**src/rtl/pwm_capture32_pkg.sv**
```systemverilog
// Shared types and constants for the 32-bit PWM capture block.
package pwm_cap_pkg;

   localparam int                CNT_W   = 32;
   localparam logic [CNT_W-1:0]  CNT_MAX = 32'hFFFF_FFFF;

   typedef enum logic [1:0] {
      IDLE,
      ARM,
      HIGH,
      LOW
   } state_t;

endpackage

```
**src/rtl/pwm_capture32_if.sv**
```systemverilog
// Control and result signals of the PWM capture block.
// The slave side is the capture block itself; the master side is its user.
interface pwm_capture32_if;
   import pwm_cap_pkg::*;

   logic             en;
   logic             pwm_in;
   logic             inv;
   logic [3:0]       clkdiv;
   logic [CNT_W-1:0] timeout;
   logic [CNT_W-1:0] period;
   logic [CNT_W-1:0] high_time;
   logic             valid;
   logic             timeout_flag;
   logic             level;

   modport master (
      output en, pwm_in, inv, clkdiv, timeout,
      input  period, high_time, valid, timeout_flag, level
   );

   modport slave (
      input  en, pwm_in, inv, clkdiv, timeout,
      output period, high_time, valid, timeout_flag, level
   );

endinterface

```
**src/rtl/pwm_sync.sv**
```systemverilog
// Multi-flop synchronizer bringing the asynchronous PWM input into the clk domain.
module pwm_sync #(
   parameter int SYNC_STAGES = 2
) (
   input  logic clk,
   input  logic rst,
   input  logic d,
   output logic q
);

   logic [SYNC_STAGES-1:0] stages;

   // Shift the input through the flop chain; the last stage is the safe copy.
   // NOTE: clocked state uses non-blocking (<=) so every flop samples the pre-edge value of its neighbour.
   always_ff @(posedge clk or posedge rst) begin
      if (rst) stages <= '0;
      else     stages <= {stages[SYNC_STAGES-2:0], d};
   end

   assign q = stages[SYNC_STAGES-1];

endmodule

```
**src/rtl/pwm_capture32.sv**
```systemverilog
// PWM capture: measures period and high time of pwm_in in prescaled ticks,
// publishes each full cycle with a one-clock valid, flags a stuck input.
module pwm_capture32
   import pwm_cap_pkg::*;
#(
   parameter int SYNC_STAGES = 2
) (
   input  logic           clk,
   input  logic           rst,
   pwm_capture32_if.slave bus
);

   logic             s_sync, s, s_prev;
   logic             tick, rise, fall;
   logic [3:0]       psc;
   state_t           state_q, state_d;
   logic [CNT_W-1:0] cnt, hi_lat, period_q, high_q;
   logic             valid_q, tflag_q, level_q;
   logic             timeout_hit, publish, capture_hi, to_fire;

   pwm_sync #(.SYNC_STAGES(SYNC_STAGES)) u_sync (
      .clk (clk),
      .rst (rst),
      .d   (bus.pwm_in),
      .q   (s_sync)
   );

   assign s    = s_sync ^ bus.inv;
   assign tick = bus.en && (psc == bus.clkdiv);
   assign rise = tick && s && !s_prev;
   assign fall = tick && !s && s_prev;

   // An edge on the same tick wins over the timeout.
   assign timeout_hit = tick && (bus.timeout != '0) && (cnt == bus.timeout) && !rise && !fall;

   // Prescaler: counts clocks up to clkdiv, held at zero while disabled.
   always_ff @(posedge clk or posedge rst) begin
      if (rst)                    psc <= '0;
      else if (!bus.en || tick)   psc <= '0;
      else                        psc <= psc + 4'd1;
   end

   // Previous tick-sampled level; tracks s in IDLE so arming never sees a false edge.
   always_ff @(posedge clk or posedge rst) begin
      if (rst)                           s_prev <= 1'b0;
      else if (tick || state_q == IDLE)  s_prev <= s;
   end

   // FSM state register.
   always_ff @(posedge clk or posedge rst) begin
      if (rst) state_q <= IDLE;
      else     state_q <= state_d;
   end

   // Next state and per-cycle event strobes.
   // NOTE: every always_comb output gets a default first so no path leaves it unassigned (no latch).
   always_comb begin
      state_d    = state_q;
      publish    = 1'b0;
      capture_hi = 1'b0;
      to_fire    = 1'b0;
      if (!bus.en) begin
         state_d = IDLE;
      end else begin
         unique case (state_q)
            IDLE: state_d = ARM;
            ARM: begin
               if (rise) state_d = HIGH;
               else if (timeout_hit) to_fire = 1'b1;
            end
            HIGH: begin
               if (fall) begin
                  state_d    = LOW;
                  capture_hi = 1'b1;
               end else if (timeout_hit) begin
                  state_d = ARM;
                  to_fire = 1'b1;
               end
            end
            LOW: begin
               if (rise) begin
                  state_d = HIGH;
                  publish = 1'b1;
               end else if (timeout_hit) begin
                  state_d = ARM;
                  to_fire = 1'b1;
               end
            end
            default: state_d = IDLE;
         endcase
      end
   end

   // Tick counter: cleared when arming, restarted at 1 on a rise, saturating otherwise.
   always_ff @(posedge clk or posedge rst) begin
      if (rst) begin
         cnt <= '0;
      end else if (bus.en) begin
         if (state_q == IDLE || to_fire)    cnt <= '0;
         else if (rise)                     cnt <= CNT_W'(1);
         else if (tick && cnt != CNT_MAX)   cnt <= cnt + CNT_W'(1);
      end
   end

   // Result registers, valid strobe and sticky timeout indication.
   always_ff @(posedge clk or posedge rst) begin
      if (rst) begin
         hi_lat   <= '0;
         period_q <= '0;
         high_q   <= '0;
         valid_q  <= 1'b0;
         tflag_q  <= 1'b0;
         level_q  <= 1'b0;
      end else begin
         valid_q <= publish;
         if (capture_hi) hi_lat <= cnt;
         if (publish) begin
            period_q <= cnt;
            high_q   <= hi_lat;
         end
         if (!bus.en || publish) tflag_q <= 1'b0;
         else if (to_fire)       tflag_q <= 1'b1;
         if (to_fire) level_q <= s;
      end
   end

   assign bus.period       = period_q;
   assign bus.high_time    = high_q;
   assign bus.valid        = valid_q;
   assign bus.timeout_flag = tflag_q;
   assign bus.level        = level_q;

endmodule
```
**src/flat_wrapper.sv**
```systemverilog
// flat-port wrapper written by rule: the top's interface ports become plain ports
module pwm_capture32_flat import pwm_cap_pkg::*;
#(
   parameter int SYNC_STAGES = 2
)
  (clk, rst, bus_en, bus_pwm_in, bus_inv, bus_clkdiv, bus_timeout, bus_period, bus_high_time, bus_valid, bus_timeout_flag, bus_level);
  pwm_capture32_if bus_i ();
  input  logic clk;
  input  logic rst;
  input wire logic [$bits(bus_i.en)-1:0] bus_en;
  input wire logic [$bits(bus_i.pwm_in)-1:0] bus_pwm_in;
  input wire logic [$bits(bus_i.inv)-1:0] bus_inv;
  input wire logic [$bits(bus_i.clkdiv)-1:0] bus_clkdiv;
  input wire logic [$bits(bus_i.timeout)-1:0] bus_timeout;
  output wire logic [$bits(bus_i.period)-1:0] bus_period;
  output wire logic [$bits(bus_i.high_time)-1:0] bus_high_time;
  output wire logic [$bits(bus_i.valid)-1:0] bus_valid;
  output wire logic [$bits(bus_i.timeout_flag)-1:0] bus_timeout_flag;
  output wire logic [$bits(bus_i.level)-1:0] bus_level;
  assign bus_i.en = bus_en;
  assign bus_i.pwm_in = bus_pwm_in;
  assign bus_i.inv = bus_inv;
  assign bus_i.clkdiv = bus_clkdiv;
  assign bus_i.timeout = bus_timeout;
  assign bus_period = bus_i.period;
  assign bus_high_time = bus_i.high_time;
  assign bus_valid = bus_i.valid;
  assign bus_timeout_flag = bus_i.timeout_flag;
  assign bus_level = bus_i.level;
  pwm_capture32 #(.SYNC_STAGES(SYNC_STAGES)) u_core (.clk(clk), .rst(rst), .bus(bus_i));
endmodule
```
**config.mk**
```make
export PLATFORM = sky130hd
export DESIGN_NAME = pwm_capture32_flat
export DESIGN_NICKNAME = d
export VERILOG_FILES = /design/src/rtl/pwm_capture32_pkg.sv /design/src/rtl/pwm_capture32_if.sv /design/src/rtl/pwm_sync.sv /design/src/rtl/pwm_capture32.sv /design/src/flat_wrapper.sv
export SDC_FILE = /design/constraint.sdc
export NUM_CORES = 1
export LEC_CHECK = 0
export BUFFER_PORTS_ARGS = -buffer_cell sky130_fd_sc_hd__buf_2
export CELL_PAD_IN_SITES_DETAIL_PLACEMENT = 0
export CELL_PAD_IN_SITES_GLOBAL_PLACEMENT = 1
export CORE_UTILIZATION = 49
export DETAILED_ROUTE_END_ITERATION = 10
export GPL_TIMING_DRIVEN = 0
export PLACE_DENSITY = 0.86
export SYNTH_ARGS = -nofsm -noshare
export SYNTH_HDL_FRONTEND = slang
export SYNTH_SLANG_ARGS = --single-unit
```
**constraint.sdc**
```tcl
create_clock -name clk -period 7.51 [get_ports clk]
set_input_delay 1.1265 -clock clk [delete_from_list [all_inputs] [get_ports clk]]
set_output_delay 1.1265 -clock clk [all_outputs]
set_load 0.005 [all_outputs]
```
# After elaboration in Yosys (flattened, before gate mapping)
# Cells that the tools add are included.
[classes] n_addsub=2 n_mul=0 n_div=0 n_lt_le_gt_ge=0 n_eq_ne=7 shifts=0 n_mux=23 bitwise=1 n_reduce_logical=25
[ops] operator="2-to-1 mux 32 bit" n=3
[ops] operator="adder 32 x 1 -> 32 bit (second input constant)" n=1
[ops] operator="equality test 32 bit" n=1
[ops] operator="!= test 32 bit (second input constant)" n=1
[ops] operator="nonzero test 32 bit" n=1
[ops] operator="2-to-1 mux 1 bit" n=12
[ops] operator="logical AND 1 bit" n=10
[ops] operator="2-to-1 mux 2 bit" n=5
[ops] operator="one-hot mux 2 bit (4 select lines)" n=1
[ops] operator="logical NOT 1 bit" n=5
[ops] operator="adder 4 x 1 -> 4 bit (second input constant)" n=1
[ops] operator="equality test 2 bit (second input constant)" n=2
[ops] operator="equality test 4 bit" n=1
[ops] operator="logical OR 1 bit" n=4
[ops] operator="2-to-1 mux 4 bit" n=1
[ops] operator="!= test 3 x 2 -> 1 bit (second input constant)" n=1
[ops] operator="nonzero test 3 bit" n=1
[ops] operator="equality test 2 x 1 -> 1 bit (second input constant)" n=1
[ops] operator="logical NOT 2 bit" n=1
[ops] operator="one-hot mux 1 bit (2 select lines)" n=1
[ops] operator="AND reduction 2 bit" n=1
[ops] operator="nonzero test 2 bit" n=1
[ops] operator="OR reduction 2 bit" n=1
[ops] operator="bitwise XOR 1 bit" n=1
[totals] register_bits=140 latchBits=0 ram_bits=0 mem_bits_ro=0 inputBits=41 output_inout_bits=67 memories=0

# Depth between registers and ports, before layout
[logic_depth] word_depth=14 mapped_depth=11 mapped_depth_nobuf=8

# By module
# Synthesis repeated with hierarchy kept, for this count alone.
[hier_totals] hier_cells=515 area_unflattened_um2=6311.1
[modules_own_cells] mod="pwm_capture32" n_inst=1 cells_each=512 area_per_inst_um2=6257.3 seq_area_each_um2=3453.3
[modules_own_cells] mod="pwm_sync" n_inst=1 cells_each=3 area_per_inst_um2=53.8 seq_area_each_um2=50.0

# Worst setup path after synthesis
# OpenSTA, ideal clock, no wires.
[synth_path] path_kind="input port to flip-flop" from="input bus_clkdiv[0]" to="register u_core.cnt[13]" setup_ps=121 arrival_ps=3024 path_slack_ps=4365 stages=9 path_buffers=2 path_cell_list="xor2_1 nor4_4 nand2_1 or4_1 buf_2 and3_1 buf_4 a21o_1 a22o_1"
[synth_via] elab_chain_len=14 word_cells_on_any_way=23 classes_between="eq/ne (1); mux (7); reduce/logical (15)"
[synth_rtl] item="from (decl)" line_no="flat_wrapper.sv:13" source="input wire logic [$bits(bus_i.clkdiv)-1:0] bus_clkdiv;"
[synth_rtl] item="equality test 4 bit *" line_no="pwm_capture32.sv:29" source="assign tick = bus.en && (psc == bus.clkdiv);"
[synth_rtl] item="logical AND 1 bit *" line_no="pwm_capture32.sv:29"
[synth_rtl] item="logical AND 1 bit (2 in series)" line_no="pwm_capture32.sv:30" source="assign rise = tick && s && !s_prev;"
[synth_rtl] item="logical NOT 1 bit" line_no="pwm_capture32.sv:34" source="assign timeout_hit = tick && (bus.timeout != '0) && (cnt == bus.timeout) && !rise && !fall;"
[synth_rtl] item="logical AND 1 bit (2 in series)" line_no="pwm_capture32.sv:34"
[synth_rtl] item="2-to-1 mux 1 bit" line_no="pwm_capture32.sv:69, pwm_capture32.sv:75, pwm_capture32.sv:84"
[synth_rtl] item="2-to-1 mux 1 bit (on tied branches)" line_no="pwm_capture32.sv:81, pwm_capture32.sv:72"
[synth_rtl] item="one-hot mux 1 bit (2 select lines)" line_no="pwm_capture32.sv:65" source="unique case (state_q)"
[synth_rtl] item="2-to-1 mux 1 bit" line_no="pwm_capture32.sv:62" source="if (!bus.en) begin"
[synth_rtl] item="logical OR 1 bit" line_no="pwm_capture32.sv:99" source="if (state_q == IDLE || to_fire) cnt <= '0;"
[synth_rtl] item="nonzero test 3 bit (no source line)"
[synth_rtl] item="AND reduction 2 bit (no source line)"
[synth_rtl] item="to (signal assigned)" line_no="pwm_capture32.sv:101" source="else if (tick && cnt != CNT_MAX) cnt <= cnt + CNT_W'(1);"
[synth_rtl] item="to (decl)" line_no="pwm_capture32.sv:17" source="logic [CNT_W-1:0] cnt, hi_lat, period_q, high_q;"
# Mark *: on every way between the ends. The rest lies on a longest branch, timed or not.
# A chain may end at the register's enable or synchronous reset.

# Worst setup path in the final report
[layout_path] from="input bus_timeout[17]" to="register u_core.cnt[21]"
[layout_via] elab_chain_len=12 word_cells_on_any_way=15 classes_between="eq/ne (1); mux (6); reduce/logical (8)"
[layout_rtl] item="from (decl)" line_no="flat_wrapper.sv:14" source="input wire logic [$bits(bus_i.timeout)-1:0] bus_timeout;"
[layout_rtl] item="nonzero test 32 bit" line_no="pwm_capture32.sv:34"
[layout_rtl] item="logical AND 1 bit" line_no="pwm_capture32.sv:34"
[layout_rtl] item="logical AND 1 bit * (3 in series)" line_no="pwm_capture32.sv:34"
[layout_rtl] item="2-to-1 mux 1 bit *" line_no="pwm_capture32.sv:69, pwm_capture32.sv:75, pwm_capture32.sv:84"
[layout_rtl] item="2-to-1 mux 1 bit (on tied branches)" line_no="pwm_capture32.sv:81, pwm_capture32.sv:72"
[layout_rtl] item="one-hot mux 1 bit (2 select lines) *" line_no="pwm_capture32.sv:65"
[layout_rtl] item="2-to-1 mux 1 bit *" line_no="pwm_capture32.sv:62"
[layout_rtl] item="logical OR 1 bit *" line_no="pwm_capture32.sv:99"
[layout_rtl] item="nonzero test 3 bit (no source line)"
[layout_rtl] item="AND reduction 2 bit (no source line)"
# Marked as above.

==> impl_metrics.csv <==
group,metric,value,unit
cts,htreeDepth,4,
timing,finalCriticalPeriod,3.51,ns
route,wl_met3,954,µm
global_route,first_global_vias,4998,
floorplan,die_height,118,µm
power,power_density,217,nW/µm²
cts,post_cts_resized,0,
global_route,grt_use_total,0.251,
cts,postCtsSetupBuffers,0,
yosys,synth_most_common_cell,"dfrtp_1",
yosys,synth-edff-count,0,
global_route,grt_antenna_before_repair,0,
timing,tns,0,ns
global_route,grt_max_degree,87,
floorplan,die_area,13800,µm²
yosys,ys_warn_count,0,
cts,ctsHoldBuffers,0,
worst_setup_path,cp_max_fo,10,
finish,regArea,3500,µm²
route,vias_per_cell,5.59,
worst_setup_path,path_class,"primary input to flop",
route,first_pass_iters,4,
global_route,grt_pass1_wl,26300,µm
finish,nets,708,
finish,multiInputGateArea,2790,µm²
power,power,1.72,mW
worst_setup_path,start_kind,"primary input",
cts,clkTransAtPathRegs,0.06,ns
route,drc_errors,0,
finish,n_antenna_cell,0,
yosys,synth_seq_cells,140,
floorplan,chipWidth,118,µm
route,wl_per_cell,19.1,µm
route,top_layer_used,"met4",
cts,cts_tree,"yes",
worst_setup_path,end_kind,"flop",
worst_setup_path,crit_required,7.83,ns
route,met1_length,6770,µm
yosys,synth_cell_types,49,
min_path,hp-class,"flop to flop",
yosys,synthTopCellsByArea,"dfrtp_1 (54%), mux2_2 (16%), xor2_1 (5.1%), nand2_1 (2.4%), nor4_1 (1.6%)",
route,dr.first_iter.drc_count,245,
place,hpwl,11500,µm
finish,nFillCells,1037,
worst_setup_path,worstPathArrival,3.83,ns
floorplan,rows,41,
route,num_vias,4749,
yosys,netlist_area,6540,µm²
timing,rsz0062_at_grt,"no",
finish,final_cells,850,
route,ant_nets,0,
yosys,ys_async_sr_fraction,1.00,
cts,clk-insertion-delay-late,0.43,ns
timing,worst_pin_slew,0.872,ns
finish,fin_util,0.617,
cts,cts_made_buffers,17,
place,dp_cells,818,
cts,clock_sinks,140,
finish,layout-drive-gt1-share,0.397,
timing,maxSlewViolCount,0,
place,gp_congestion,0.976,
yosys,synth_top_area_frac,0.536,
power,ir_drop,138,µV
cts,clk_path_buf_depth,2,
global_route,gr-total-overflow,0,
yosys,synth_cells,538,
yosys,synthesis.nets,581,
floorplan,ios,108,
timing,finalHoldViolCount,0,
outcome,status,"finished clean",
floorplan,core-area,12800,µm²
power,power.leakage,4.11,nW
yosys,avgSynthCellArea,12.2,µm²
route,finalWirelength,16300,µm
job,maxCapViolCount,0,
timing,relSlewSlack,0.419,
floorplan,initial_core_util,0.510,
route,wl_met2,8060,µm
cts,root_buffer,"clkbuf_16",
yosys,synth_flop_cell,"dfrtp_1",
finish,area_growth,21.0,%
timing,period_share,0.467,
yosys,synth_common_cells,"dfrtp_1 (140), mux2_2 (93), nand2_1 (42)",
place,io_buffers,107,
yosys,ys_seq_area_frac,0.536,
timing,fmax,0.285,GHz
yosys,synth_area_leader_cell,"dfrtp_1",
timing,setup_viol,0,
timing,skew,0.00696,ns
## cell type report
class                   count  area share
multi-input cells         352       0.352
clock inverters             7      0.0108
well taps                 172      0.0272
clock buffers              25      0.0639
plain buffers              41      0.0294
repair buffers            108      0.0711
inverters                   5     0.00300
flip-flops and latches    140       0.443
## registers in the layout, indices dropped and copies added (netlist names)
signal,cells
u_core.bus.period,32
u_core.bus.valid,1
u_core.s_prev,1
u_core.bus.level,1
u_core.state_q,2
u_core.u_sync.stages,2
u_core.psc,4
u_core.hi_lat,32
u_core.bus.high_time,32
u_core.bus.timeout_flag,1
u_core.cnt,32
## layer usage
metal | up-vias | GRT usage
met2 | 140 | 0.407
met1 | 2387 | 0.311
met5 | - | 0
li1 | 2192 | -
met3 | 30 | 0.0644
met4 | 0 | 0.131
## through the flow
stage | hold WS, ns | setup slack, ns | instance area, µm²
6_report | 0.358 | 4.00 | 7910
3_3_place_gp | 0.345 | 1.17 | 7290
2_1_floorplan | 0.331 | 2.63 | 6540
4_1_cts | 0.363 | 4.11 | 7910
5_1_grt | 0.364 | 3.84 | 7910
3_5_place_dp | 0.352 | 3.68 | 7320
## final timing paths
kind / start / to / slack [ns] / depth (start not counted)
max: bus_timeout[17] / u_core.cnt[21]$_DFFE_PP0P_ / 4.00 / 10
min: u_core.u_sync.stages[0]$_DFF_PP0_ / u_core.u_sync.stages[1]$_DFF_PP0_ / 0.36 / 0
max reg2reg: u_core.cnt[0]$_DFFE_PP0P_ / u_core.cnt[21]$_DFFE_PP0P_ / 4.36 / 9
min reg2reg: u_core.u_sync.stages[0]$_DFF_PP0_ / u_core.u_sync.stages[1]$_DFF_PP0_ / 0.36 / 0
max in group asynchronous: rst / u_core.bus.period[1]$_DFFE_PP0P_ / 5.99 / 3
min in group asynchronous: rst / u_core.bus.high_time[30]$_DFFE_PP0P_ / 0.74 / 2
## power breakdown
group / leakage [nW] / switching [mW] / internal [mW]
registers: 1.94 / 0.0124 / 0.764
logic: 1.87 / 0.0691 / 0.0385
clock network: 0.297 / 0.302 / 0.529
## placed cells by master (no fill, tap or decap), drive strengths merged, types with 15 or more instances in the layout
master  instances
nand2          43
nand3          22
xor2           38
clkbuf         39
o21ai          15
mux2           93
buf           135
nor2           21
nor4           20
dfrtp         140
## critical path, stage by stage
cell	delay, ns
buf_2	0.13
nor4_1	0.53
nand4_1	0.23
o211ai_1	0.28
or4_1	0.14
buf_2	0.17
a21boi_1	0.62
buf_2	0.40
nand2_1	0.10
o311ai_1	0.10
## cell families (layout without fill, tap and decap cells)
group | Yosys count | after routing | share of synthesized area
XOR/XNOR | 41 | 41 | 0.0549
adder cells (fa/ha/maj) | 2 | 2 | 0.00383
AO/OA/AOI/OAI | 71 | 71 | 0.0892
flip-flops | 140 | 140 | 0.536
buffers and inverters | 46 | 186 | 0.0385
multiplexers | 93 | 93 | 0.160
AND/OR/NAND/NOR | 145 | 145 | 0.118
Power figures use the tool's default switching activity.
